`src/rtl/exec_reporter.sv`:
```
// rtl/exec_reporter.sv - tracks one pass through the executable region and reports its integrity result.
// Optional failed-run counter enabled by defining EXEC_REPORTER_ABORT_CNT_EN.
module exec_reporter (
  input  logic        clk,
  input  logic        puc_rst,
  input  logic [15:0] pc,
  input  logic        exec,
  input  logic [15:0] ER_min,
  input  logic [15:0] ER_max,
  input  logic        rpt_ack,
  output logic        rpt_valid,
  output logic        rpt_ok,
  output logic        rpt_ovf,
  output logic [7:0]  rpt_runs,
  output logic [7:0]  abort_cnt
);

  typedef enum logic [1:0] {
    IDLE   = 2'd0,
    RUN    = 2'd1,
    REPORT = 2'd2
  } state_t;

  state_t     state_q, state_d;
  logic       fail_q, fail_d;
  logic       ok_q, ok_d;
  logic       ovf_q, ovf_d;
  logic [7:0] runs_q, runs_d;

  logic range_valid;
  logic entry;
  logic in_er;

  // An inverted region can never be entered, so it also never produces a run.
  assign range_valid = (ER_min <= ER_max);
  assign entry       = range_valid && (pc == ER_min);
  assign in_er       = (pc >= ER_min) && (pc <= ER_max);

  always_comb begin
    state_d = state_q;
    fail_d  = fail_q;
    ok_d    = ok_q;
    ovf_d   = ovf_q;
    runs_d  = runs_q;
    case (state_q)
      IDLE: begin
        if (entry) begin
          state_d = RUN;
          fail_d  = 1'b0;
        end
      end
      RUN: begin
        if (pc == ER_max) begin
          state_d = REPORT;
          ok_d    = exec && !fail_q;
        end else if (!in_er) begin
          state_d = REPORT;
          ok_d    = 1'b0;
        end else if (!exec) begin
          fail_d  = 1'b1;
        end
      end
      REPORT: begin
        if (rpt_ack) begin
          runs_d = runs_q + 8'd1;
          if (entry) begin
            state_d = RUN;
            fail_d  = 1'b0;
          end else begin
            state_d = IDLE;
          end
        end else if (entry) begin
          // Pending report is kept; the missed run is only flagged.
          ovf_d = 1'b1;
        end
      end
      default: state_d = IDLE;
    endcase
  end

  always_ff @(posedge clk) begin
    if (puc_rst) begin
      state_q <= IDLE;
      fail_q  <= 1'b0;
      ok_q    <= 1'b0;
      ovf_q   <= 1'b0;
      runs_q  <= 8'd0;
    end else begin
      state_q <= state_d;
      fail_q  <= fail_d;
      ok_q    <= ok_d;
      ovf_q   <= ovf_d;
      runs_q  <= runs_d;
    end
  end

  assign rpt_valid = (state_q == REPORT);
  assign rpt_ok    = ok_q;
  assign rpt_ovf   = ovf_q;
  assign rpt_runs  = runs_q;

`ifdef EXEC_REPORTER_ABORT_CNT_EN
  logic [7:0] abort_q;
  logic       abort_inc;

  assign abort_inc = (state_q == RUN) && (state_d == REPORT) && !ok_d;

  always_ff @(posedge clk) begin
    if (puc_rst) begin
      abort_q <= 8'd0;
    end else if (abort_inc && (abort_q != 8'hFF)) begin
      abort_q <= abort_q + 8'd1;
    end
  end

  assign abort_cnt = abort_q;
`else
  assign abort_cnt = 8'd0;
`endif

endmodule

```
`config.mk`:
```
export PLATFORM = sky130hd
export DESIGN_NAME = exec_reporter
export DESIGN_NICKNAME = d
export VERILOG_FILES = /design/src/rtl/exec_reporter.sv
export SDC_FILE = /design/constraint.sdc
export NUM_CORES = 1
export LEC_CHECK = 0
export ABC_CLOCK_PERIOD_IN_PS = 3000
export CAP_MARGIN = 5
export CORE_ASPECT_RATIO = 0.75
export CORE_MARGIN = 10
export CORE_UTILIZATION = 44
export DETAILED_ROUTE_END_ITERATION = 8
export PLACE_DENSITY_LB_ADDON = 0.12
export SLEW_MARGIN = 30
export SYNTH_ARGS = -nofsm -noshare
export SYNTH_HDL_FRONTEND = slang
export SYNTH_SLANG_ARGS = --single-unit
```
`constraint.sdc`:
```
create_clock -name clk -period 3 [get_ports clk]
set_clock_uncertainty 0.05 [all_clocks]
set_input_delay 0.9 -clock clk [delete_from_list [all_inputs] [get_ports clk]]
set_output_delay 0.9 -clock clk [all_outputs]
set_load 0.01 [all_outputs]
```
==> results by group <==
Floorplan
  • Horizontal extent of the die: 93.09 um
  • Area of the core region: 0.003756 mm^2
  • Initial Util: 0.4694
  • Number of top-level pins: 71
  • Cell Rows: 19
  • Die Footprint: 0.006965 mm^2
  • DIE HEIGHT: 74.82 um

Synthesis
  • Distinct cell type count of the synthesized netlist: 38
  • Flip-flop and latch count after synthesis: 13
  • Number of standard cells after synthesis: 224
  • Area fraction of the dominant cell type after synthesis: 0.3478
  • Multiplexer area fraction after synthesis: 0.01136
  • Largest family of logic cells by synthesized area: adder cells
  • Cell type contributing the most total cell area after synthesis: sky130_fd_sc_hd__ha_1
  • Sequential share of the synthesized area: 0.1476
  • Netlist Area Pre-Place: 0.001763 mm^2
  • Synth top cells by count: 49 x sky130_fd_sc_hd__ha_1, 37 x sky130_fd_sc_hd__inv_1, 20 x sky130_fd_sc_hd__a21oi_1
  • Most instantiated library cell after synthesis: sky130_fd_sc_hd__ha_1
  • Area share of fa/ha/maj cells after synthesis: 0.3478
  • XOR/XNOR Fraction of Synth Area: 0.03478
  • Simple-gate share of the synthesized area: 0.1987
  • Mean area per synthesized cell: 7.870 um^2
  • Number of flops mapped to enable cells by yosys: 0
  • Synth async-reset ratio: 0
  • Commonest register cell after synthesis: sky130_fd_sc_hd__dfxtp_1
  • Yosys Warn Count: 0
  • Post-synthesis compound-gate area fraction: 0.1405
  • Top post-synthesis cells by area: sky130_fd_sc_hd__ha_1 35%, sky130_fd_sc_hd__dfxtp_1 15%, sky130_fd_sc_hd__inv_1 7.9%

Clock tree
  • Worst-skew pair later-pin latency: 0.24 ns
  • CTS tree: built
  • Buffer type at the clock tree root: sky130_fd_sc_hd__clkbuf_8
  • Post-CTS clock slew at the launch and capture registers of the worst setup and hold paths: 0.05 ns
  • Number of H-tree levels: 1
  • Hold bufs inserted after CTS: 0
  • Sink count of the clock tree: 13
  • CTS buffer count: 3
  • Maximum buffer depth of the clock tree: 2

Power
  • Highest ir drop seen on vdd: 0.3418 mV
  • Static leakage: 1.509 nW
  • PD cells: 216.7 mW/mm^2

STA
  • Final critical delay including setup and external delays: 2.976 ns
  • Setup violation total in the final timing report: 0
  • Worst-case hold slack: 0.4131 ns
  • Summed negative setup slack over all endpoints: 0 ns
  • Period Utilization, post-route: 0.9921
  • Final-report max-slew violation count: 0
  • FMAX: 0.3360 GHz
  • Hold Violations, Final: 0

Drt
  • Number of iterations in the first detailed-routing pass: 4
  • Via total after detailed routing: 1894
  • Number of remaining DRC errors: 0
  • Mean routed wirelength per cell: 14.91 um
  • Number of DRC violations after detailed-routing iteration 0: 54
  • Aggregate routed wire length: 5.561 mm
  • Per-cell via count in the routed design: 5.078
  • Remaining antenna violation count after routing: 0

Place
  • Detailed placer's ending HPWL: 4.398 mm
  • Final estimated routing congestion in global placement: 0.8265
  • Count of input and output buffers: 62

Worst hold path
  • Path class of the lowest-slack min-delay path: reg -> reg
  • Critical hold path startpoint: rpt_ovf
  • Hold endpoint: rpt_ovf
  • Number of instances on the worst hold path: 2

Critical path
  • CP Launch Type: input port
  • Required time worst endpoint: 3.12 ns
  • R2r startpoint: state_q[1]
  • Cell class contributing the biggest share of worst-path delay: compound AO/OA/AOI/OAI gates
  • Delay of the slowest critical-path stage: 0.46 ns
  • Buffer and inverter count on the worst path: 2
  • Reg-to-reg endpoint: rpt_runs[7]
  • Type of the worst setup path: in -> reg
  • Worst path cell trace: clkdlybuf4s50_1, ha_1, nand4_1, buf_4, nor2_1, a221o_1, or3_4, a31o_4, mux2i_1
  • Arrival @ worst endpoint: 3.09 ns
  • Worst Reg2Reg Path Length in Cells: 6
  • Reg-to-reg setup timing slack: 1.32 ns
  • Cell with the largest stage delay on the worst path: sky130_fd_sc_hd__clkdlybuf4s50_1
  • Maximum fanout encountered on the critical timing path: 3
  • Critical path capture point type: register

Finish
  • Synth-to-layout area growth: 65.58%
  • Layout cell share with drive strength beyond 1: 0.1963
  • ANT cells: 0
  • Core utilization of the finished layout: 0.7771
  • Final #Nets: 423

GRT
  • Initial antenna violation count: 0
  • Overflow left after global routing: 0
  • Number of global-route vias before repair: 1979
  • Gr usage total: 0.1503
  • Global-route wire length before repair: 8.742 mm
  • Largest net degree at the start of global routing: 15

Run
  • Maxcap violations: 0

Outcome
  • Outcome: finished clean
[worst max-delay path by stage]
stage / from / to / slack [ns] / cells past startpoint
6_report: pc[8] / rpt_ok / 0.02 / 9
5_1_grt: pc[6] / rpt_ok / -0.03 / 8
3_3_place_gp: ER_min[14] / rpt_ok / -0.34 / 9
3_5_place_dp: ER_min[14] / rpt_ok / -0.41 / 9
4_1_cts: ER_min[9] / rpt_ok / 0.001 / 10
2_1_floorplan: ER_min[14] / rpt_ok / 0.27 / 8
[report_power, final]
part / leakage, nW / switching (mW) / internal (mW) / total (mW)
sequential: 0.105 / 0.000000405 / 0.173 / 0.173
combinational: 1.38 / 0.135 / 0.168 / 0.303
clock: 0.0228 / 0.0632 / 0.0939 / 0.157
[flip-flops by register name (all words and copies together), names as in the netlist]
signal	cells
rpt_ok	1
fail_q	1
state_q	2
rpt_ovf	1
rpt_runs	8
[cells by family (layout without fill, tap and decap cells)]
kind of cell,after synthesis,after routing
AND/OR/NAND/NOR,66,66
adder cells (fa/ha/maj),49,49
buffers and inverters,47,137
AO/OA/AOI/OAI,39,39
flip-flops,13,13
XOR/XNOR,7,7
multiplexers,2,2
other,1,8
[stage by stage]
| step | instance area [um^2] | instances | power [mW] | setup slack, ns |
|---|---|---|---|---|
| CTS | 2745 | 373 | 0.6093 | 0.001157 |
| floorplan | 1789 | 231 | 0.3035 | 0.2686 |
| detailed placement | 2655 | 368 | 0.4437 | -0.4123 |
| finish | 2919 | 373 | 0.6326 | 0.02363 |
| global route | 2919 | 373 | 0.6749 | -0.02673 |
| global placement | 2655 | 368 | 0.4378 | -0.3445 |
[worst register-to-register path: stages, from the launching register on]
cell                      delay (ns)
sky130_fd_sc_hd__dfxtp_1        0.34
sky130_fd_sc_hd__nor2b_1        0.28
sky130_fd_sc_hd__and2_1         0.30
sky130_fd_sc_hd__and4_1         0.30
sky130_fd_sc_hd__nand3_1        0.11
sky130_fd_sc_hd__xor2_1         0.14
sky130_fd_sc_hd__nor2_1         0.05
[cells in the final DEF, fill, tap and decap left out, drive strengths merged, types with 2 or more instances in the layout]
cell type	count
o21ai	7
o211ai	2
dlymetal6s2s	19
nor2	13
buf	34
dfxtp	13
inv	37
clkdlybuf4s50	41
xnor2	2
mux2i	2
ha	49
nor2b	2
clkbuf	4
nor4	4
nor3	4
conb	8
a21oi	20
and3	2
nand3	7
a221oi	2
nand2b	3
nand2	13
nand4	11
dlygate4sd2	2
xor2	5
[per-layer routing]
metal | vias to the layer above | global-route usage | routed length, um
met2 | 66 | 0.2382 | 2425
met3 | 4 | 0.05462 | 418
met4 | 0 | 0.02389 | 23
li1 | 976 | - | -
met5 | - | 0 | 0
met1 | 848 | 0.1948 | 2694
[timing repair]
item                       in CTS  in global routing
setup endpoints to repair       4                  4
pin swaps                       5                 10
gates resized for setup         9                 39
setup buffers                   1                  0
[layout make-up]
type | count | area, um^2
tap | 52 | 65.06
timing repair buffer | 96 | 920.9
fill | 269 | 837.1
inverter | 37 | 138.9
clock buffer | 4 | 45.04
sequential | 13 | 260.3
multi-input combinational | 171 | 1489
Power figures use the tool's default switching activity.
